`src/rtl/slice_collector.sv`:
```
// slice_collector: packs a bit-serial result stream into 25-bit slices tagged with a 6-bit line
// number (64 slices per frame). Define SLICE_PARITY_EN to add slice_parity_o.
module slice_collector (
    input  logic        clk_i,
    input  logic        rst_ni,
    input  logic        start_i,
    input  logic        bit_valid_i,
    input  logic        bit_in_i,
    output logic        bit_ready_o,
    output logic [24:0] slice_out_o,
    output logic [5:0]  line_number_o,
    output logic        slice_valid_o,
    input  logic        slice_ready_i,
    output logic        busy_o,
`ifdef SLICE_PARITY_EN
    output logic        slice_parity_o,
`endif
    output logic        done_o
);

    localparam logic [1:0] StIdle    = 2'd0;
    localparam logic [1:0] StCollect = 2'd1;
    localparam logic [1:0] StHold    = 2'd2;
    localparam logic [1:0] StDone    = 2'd3;

    logic [1:0]  state_q, state_d;
    logic [4:0]  bit_cnt_q, bit_cnt_d;
    logic [5:0]  slice_cnt_q, slice_cnt_d;
    logic [24:0] slice_q, slice_d;
`ifdef SLICE_PARITY_EN
    logic        parity_q, parity_d;
`endif

    always_comb begin
        state_d     = state_q;
        bit_cnt_d   = bit_cnt_q;
        slice_cnt_d = slice_cnt_q;
        slice_d     = slice_q;
`ifdef SLICE_PARITY_EN
        parity_d    = parity_q;
`endif
        unique case (state_q)
            StIdle: begin
                if (start_i) begin
                    state_d     = StCollect;
                    bit_cnt_d   = 5'd0;
                    slice_cnt_d = 6'd0;
                    slice_d     = 25'h0;
`ifdef SLICE_PARITY_EN
                    parity_d    = 1'b0;
`endif
                end
            end
            StCollect: begin
                if (bit_valid_i) begin
                    // First bit of a slice lands in the MSB.
                    slice_d[5'd24 - bit_cnt_q] = bit_in_i;
`ifdef SLICE_PARITY_EN
                    parity_d = parity_q ^ bit_in_i;
`endif
                    if (bit_cnt_q == 5'd24) begin
                        bit_cnt_d = 5'd0;
                        state_d   = StHold;
                    end else begin
                        bit_cnt_d = bit_cnt_q + 5'd1;
                    end
                end
            end
            StHold: begin
                if (slice_ready_i) begin
                    if (slice_cnt_q == 6'd63) begin
                        state_d = StDone;
                    end else begin
                        slice_cnt_d = slice_cnt_q + 6'd1;
                        slice_d     = 25'h0;
`ifdef SLICE_PARITY_EN
                        parity_d    = 1'b0;
`endif
                        state_d     = StCollect;
                    end
                end
            end
            StDone: begin
                state_d     = StIdle;
                slice_cnt_d = 6'd0;
            end
            default: state_d = StIdle;
        endcase
    end

    always_ff @(posedge clk_i or negedge rst_ni) begin
        if (!rst_ni) begin
            state_q     <= StIdle;
            bit_cnt_q   <= 5'd0;
            slice_cnt_q <= 6'd0;
            slice_q     <= 25'h0;
        end else begin
            state_q     <= state_d;
            bit_cnt_q   <= bit_cnt_d;
            slice_cnt_q <= slice_cnt_d;
            slice_q     <= slice_d;
        end
    end

`ifdef SLICE_PARITY_EN
    always_ff @(posedge clk_i or negedge rst_ni) begin
        if (!rst_ni) begin
            parity_q <= 1'b0;
        end else begin
            parity_q <= parity_d;
        end
    end

    assign slice_parity_o = parity_q;
`endif

    // All outputs decode registered state only; no input reaches an output combinationally.
    assign bit_ready_o   = (state_q == StCollect);
    assign slice_valid_o = (state_q == StHold);
    assign busy_o        = (state_q == StCollect) || (state_q == StHold);
    assign done_o        = (state_q == StDone);
    assign slice_out_o   = slice_q;
    assign line_number_o = slice_cnt_q;

endmodule

```
`config.mk`:
```
export PLATFORM = sky130hd
export DESIGN_NAME = slice_collector
export DESIGN_NICKNAME = d
export VERILOG_FILES = /design/src/rtl/slice_collector.sv
export SDC_FILE = /design/constraint.sdc
export NUM_CORES = 1
export LEC_CHECK = 0
export ABC_AREA = 1
export CORE_MARGIN = 4
export CORE_UTILIZATION = 50
export DETAILED_ROUTE_END_ITERATION = 10
export GPL_TIMING_DRIVEN = 0
export PLACE_DENSITY = 0.75
export SYNTH_ARGS = -nofsm -noshare
export SYNTH_HDL_FRONTEND = slang
export SYNTH_SLANG_ARGS = --single-unit
```
`constraint.sdc`:
```
create_clock -name clk_i -period 2.19 [get_ports clk_i]
set_input_delay 0.438 -clock clk_i [delete_from_list [all_inputs] [get_ports clk_i]]
set_output_delay 0.438 -clock clk_i [all_outputs]
set_load 0.02 [all_outputs]
```
==> results.md, run 1 <==
* Outcome: complete, no violations
* Synthesized flop and latch total at 38
* Number of synthesized flops with an enable pin at 0
* Pwr Total at between 3 and 4 mW
* Post-route antenna net violation count at 0
* Sink Count at 38
* DRC at 0
* Clock transition at path regs at ~0.07 ns
* Post-Syn Instances at roughly 350
* Starting Density at 52.4%
* Worst skew pair latency at 0.29 ns
* Post-CTS setup buffers at 0
* Leakage power at 1.72 nW
* Clk buf depth at 2
* Via count at between 2000 and 2500
* Die H at approximately 79 um
* Core Box Area at around 0.0048 mm2
* Clk_skew at between 0.001 and 0.0015 ns
* Top-count cell post-synth: nand2_1
* Crit Path Category: flip-flop to output pin
* Critical path arrival at 1.52 ns
* Critical Path Source Type: flip-flop
* First-pass GRT wire length at ~9500 um
* Worst hold path type: input pin to async pin
* Share of layout cells above drive strength 1 at 11.4%
* Register area share after synthesis at around 38%
* Antenna cell count at 0
* H-tree Lvls at 2
* F_max at 0.510 GHz
* Initial antenna violation count at 0
* RePlAce Congestion at about 0.8
* Crit path cell chain: inv_1, ha_2, dlygate4sd2_1
* Max-Cap Viols at 0
* Worst Path Max Fanout at 8
* Row cnt at 25
* Syn Nets at roughly 370
* Nature of the critical path endpoint: output pin
* Dpl hpwl at between 3000 and 4000 um
* Post-DR wirelength/cell at 11.7 um
* Power density cells at around 1100 mW/mm2
* Die X at a little under 80 um
* Largest net degree at the start of global routing at 39
* Synth top area cells: dfrtp_1, nand2_1, ha_1, inv_1, nand4_1
* First DRT Iteration DRCs at a little under 100
* Most frequent cells after synthesis: nand2_1, inv_1, dfrtp_1
* Final setup violating endpoints at 0
* Grt total ovfl at 0
* Crit share post-route at 89.6%
* CTS root buffer: clkbuf_8
* Top cell type's share of synthesized area at a little under two fifths
* Final #Nets at between 400 and 500
* Worst Tran Pin Value at around 0.84 ns
* Filler instances at 434
* Post-synthesis area per instance at between 7 and 8 um2
* Reg area at about 950 um2
* Final wirelength at around 5400 um
* Number of global-route vias before repair at around 2100
* Top_reg_cell synth: dfrtp_1
* Dpl ws at 0.121 ns
* Gr usage total at roughly a fifth
* RSZ-0062 raised after global routing: false
* Critical Path RT at 1.75 ns
* Hold slack at about 0.25 ns
* PnR worst setup slack at approximately 0.23 ns
* Synth area leader: dfrtp_1
* Maximum VDD drop at slightly below 1000 uV
* Area occupied by multi-input gates at around 0.0013 mm2
* Area grow syn2layout at 22.9%
* Final Slew Violations at 0
* Cts bufs inserted at 5
* I/O Buffers at 40
* Tmin final at ~2.0 ns
* CP max stage delay at 0.45 ns
* Relative slew slack at between 40% and 50%
* # IOs at just over 40
* Die area at a little over 0.006 mm2
* Synthesized area at between 0.002 and 0.003 mm2
* CTS Hold Bufs at 0
* CTS tree: yes
* Synth warn at 0
* Final hold violations at 0
* Number of library cell types mapped by synthesis at 29
* Vias/cell at around 4.8
* Drt pass-1 iters at 4
* Worst path slowest cell: dfrtp_2
* Fraction of registers with async set/reset at between 90% and 100%
-- worst paths after layout --
| check | start | endpoint | slack [ns] | cells past startpoint |
|---|---|---|---|---|
| hold reg to reg | slice_out_o[14] | slice_out_o[14] | 0.47 | 2 |
| hold / removal | rst_ni | slice_out_o[21] | 0.25 | 1 |
| setup / recovery | state_q[0] | slice_valid_o | 0.23 | 3 |
| setup reg to reg | state_q[1] | slice_out_o[6] | 0.26 | 11 |
| min in group clk_i | slice_out_o[14] | slice_out_o[14] | 0.47 | 2 |
| max in group asynchronous | rst_ni | state_q[0] | 1.36 | 1 |
-- power breakdown --
group          total [mW]  switching [mW]  internal [mW]
Clock               0.496           0.242          0.254
Combinational        2.01            1.30          0.711
Sequential          0.862          0.0866          0.776
-- layer usage --
layer | track usage, % | vias to the layer above | wire length (um)
met4 | 5.33 | 0 | 57
met2 | 32.9 | 53 | 2490
met3 | 3.97 | 6 | 234
met5 | 0 | - | 0
met1 | 23.5 | 982 | 2600
li1 | - | 1174 | -
-- through the flow --
step	utilization (%)	instances	area (um2)	TNS (ns)
after CTS	64.4	462	3080	0
after detailed placement	62.4	454	2990	0
final	64.4	462	3080	0
after floorplan	-	347	2510	0
after global routing	64.4	462	3080	0
after global placement	62.5	454	2990	-8.99
-- cells by family after synthesis --
group	synth area share, %
AO/OA/AOI/OAI	3.89
XOR/XNOR	0.998
adder cells (fa/ha/maj)	6.48
buffers and inverters	12.0
flip-flops	37.9
AND/OR/NAND/NOR	38.8
-- cell type report --
class | count | area share [%]
multi-input cells | 249 | 40.9
flip-flops and latches | 38 | 30.9
repair buffers | 40 | 12.8
inverters | 46 | 5.60
plain buffers | 14 | 4.18
clock buffers | 7 | 2.80
well taps | 67 | 2.72
clock inverters | 1 | 0.162
-- cells in the final DEF (no fill, tap or decap), types with 5 or more instances in the layout --
cell type | Yosys | layout
nand2_2 | 6 | 6
nand2_1 | 143 | 143
nor2_1 | 18 | 18
nand3_1 | 10 | 10
nand4_1 | 19 | 19
clkdlybuf4s50_1 | 0 | 36
dfrtp_1 | 38 | 37
buf_6 | 5 | 5
a21oi_1 | 8 | 8
nor3_1 | 5 | 5
o21ai_0 | 8 | 8
ha_1 | 13 | 12
clkbuf_8 | 0 | 6
inv_1 | 43 | 43
-- worst max-delay path, delay by kind of cell, from the launching register on --
| kind | cells | cell delay [ns] |
|---|---|---|
| buffers and inverters | 2 | 0.50 |
| DFF | 1 | 0.45 |
| adders and majority gates | 1 | 0.29 |
-- timing repair --
item,CTS,global route
setup endpoints to repair,3,21
resized for setup,4,3
gates cloned,0,0
-- flip-flops by register name (all words and copies together), names as in the netlist --
signal and count:
state_q 2, line_number_o 6, slice_out_o 25, bit_cnt_q 5
No activity file was read; power rests on OpenSTA's default activity.
==> inputs of run 2 (changes only) <==
==> constraint.sdc (replaced) <==
create_clock -name clk_i -period 2.19 [get_ports clk_i]
set_input_delay 0.219 -clock clk_i [delete_from_list [all_inputs] [get_ports clk_i]]
set_output_delay 0.219 -clock clk_i [all_outputs]
set_load 0.02 [all_outputs]
==> run 2 against run 1 <==
  * First-iteration DRC count unchanged
  * Highest routed layer unchanged
  * Combinational power about the same
  * Setup slack got worse by 0.069 ns
  * Register-to-register slack improved by 0.02 ns
  * Wire length decreased by 0.46%
  * Maximum frequency decreased by 3.4%
==> results.md, run 2 (synthesized netlist as in run 1, its figures left out) <==
* Outcome: complete, no violations
* Dpl hpwl at 3900 um (unchanged)
* Grt total ovfl at 0 (unchanged)
* DP Cell Count at 454 (unchanged)
* Final hold violations at 0 (unchanged)
* Nature of the critical path endpoint: output pin
* Largest net degree at the start of global routing at 39 (unchanged)
* H-tree Lvls at 2 (unchanged)
* Tmin final at 2.03 ns (+0.0686 ns)
* Commonest non-fill, non-tap cell in the layout: nand2_1
* Drt pass-1 iters at 4 (unchanged)
* CTS tree: yes
* Post-cts resize count at 0 (-4)
* Vias/cell at 4.76 (-0.68%)
* Worst Tran Pin Value at 0.843 ns (-0.000448 ns)
* Final setup violating endpoints at 0 (unchanged)
* Crit share post-route at 92.7% (+3.1 points)
* Fin util at 64.4% (about the same)
* CTS Hold Bufs at 0 (unchanged)
* Row cnt at 25 (unchanged)
* CTS root buffer: clkbuf_8
* Final Slew Violations at 0 (unchanged)
* Die H at 78.8 um (unchanged)
* RSZ-0062 raised after global routing: false
* Post-route antenna net violation count at 0 (unchanged)
* I/O Buffers at 40 (unchanged)
* Post-DR wirelength/cell at 11.6 um (-0.46%)
* Setup TNS at 0 ns (unchanged)
* First-pass GRT wire length at 9540 um (unchanged)
* RePlAce Congestion at 0.814 (unchanged)
* Worst skew pair latency at 0.29 ns (about the same)
* Power density cells at 1100 mW/mm2 (+0.55%)
* Core Box Area at 0.00479 mm2 (unchanged)
* Hold slack at 0.0336 ns (-0.219 ns)
* First DRT Iteration DRCs at 97 (unchanged)
* Number of global-route vias before repair at 2134 (unchanged)
* F_max at 0.492 GHz (-3.4%)
* Worst Path Max Fanout at 8 (unchanged)
* Clk_skew at 0.00137 ns (+0.0000322 ns)
* Die area at 0.00621 mm2 (unchanged)
* Critical path arrival at 1.81 ns (+0.29 ns)
* Clk buf depth at 2 (unchanged)
* Post-CTS setup buffers at 0 (unchanged)
* Antenna cell count at 0 (unchanged)
* Critical Path Source Type: flip-flop
* Clock transition at path regs at 0.07 ns (about the same)
* Pwr Total at 3.38 mW (+0.51%)
* Max FFs per register at 25 (unchanged)
* Relative slew slack at 43.8% (about the same)
* Sink Count at 38 (unchanged)
* Worst hold path type: input pin to async pin
* Share of layout cells above drive strength 1 at 11.4% (unchanged)
* Die X at 78.8 um (unchanged)
* Gr usage total at 18.9% (unchanged)
* Initial antenna violation count at 0 (unchanged)
* Post-route insts no fill at 462 (unchanged)
* Critical Path RT at 1.97 ns (+0.22 ns)
* Cts bufs inserted at 5 (unchanged)
* Commonest non-fill, non-tap cells in the layout: nand2_1, inv_1, clkdlybuf4s50_1
* DRC at 0 (unchanged)
* Area grow syn2layout at 22.9% (about the same)
* Starting Density at 52.4% (unchanged)
* Via count at 2200 (-0.68%)
* # IOs at 41 (unchanged)
* Final wirelength at 5360 um (-0.46%)
* Final #Nets at 413 (unchanged)
* Leakage power at 1.71 nW (-0.91%)
* Maximum VDD drop at 1020 uV (+4.6%)
* Max-Cap Viols at 0 (unchanged)
* Crit Path Category: flip-flop to output pin
[run 2: cell count changes in the layout (fill, tap and decap cells not counted)]
cell,delta
clkdlybuf4s50_1,+3
dlygate4sd2_1,-2
dfrtp_1,+1
dfrtp_2,-1
dlymetal6s2s_1,-1
inv_1,-1
inv_2,+1
[run 2: where the power goes]
group          total, mW  switching, mW  leakage, nW  internal, mW
Sequential         0.859         0.0856        0.524         0.774
Clock              0.496          0.242       0.0482         0.254
Combinational       2.03           1.30         1.13         0.730
[run 2: path summary, 6_finish.rpt]
kind | startpoint | endpoint | slack (ns) | cells after the start
setup reg to reg | state_q[0] | slice_out_o[12] | 0.28 | 10
min in group clk_i | slice_out_o[14] | slice_out_o[14] | 0.47 | 2
setup / recovery | state_q[0] | slice_valid_o | 0.16 | 3
max in group asynchronous | rst_ni | slice_out_o[3] | 1.63 | 1
hold / removal | rst_ni | slice_out_o[21] | 0.03 | 1
hold reg to reg | slice_out_o[14] | slice_out_o[14] | 0.47 | 2
[run 2: worst max-delay path: stages (launching register included)]
cell and delay [ns]:
dfrtp_1 0.45, inv_1 0.15, ha_2 0.29, clkdlybuf4s50_1 0.64
[run 2: final cells by class]
type                    count  area (um2)
plain buffers              14         129
flip-flops and latches     38         951
inverters                  46         173
fillers                   434        1700
well taps                  67        83.8
repair buffers             40         395
clock inverters             1        5.00
clock buffers               7        86.3
multi-input cells         249        1260
[run 2: metrics by stage]
step	setup WS, ns	area [um2]
floorplan	0.374	2510
global placement	-0.0201	2990
detailed placement	0.122	2990
CTS	0.0342	3080
global route	0.0836	3080
finish	0.159	3080
[run 2: metal layers]
layer	vias to the layer above	track usage (%)	share of wire (%)
met2	43	32.9	46
met3	6	3.97	4.0
met4	0	5.33	1.1
met5	-	0	0
li1	1174	-	-
met1	977	23.5	49
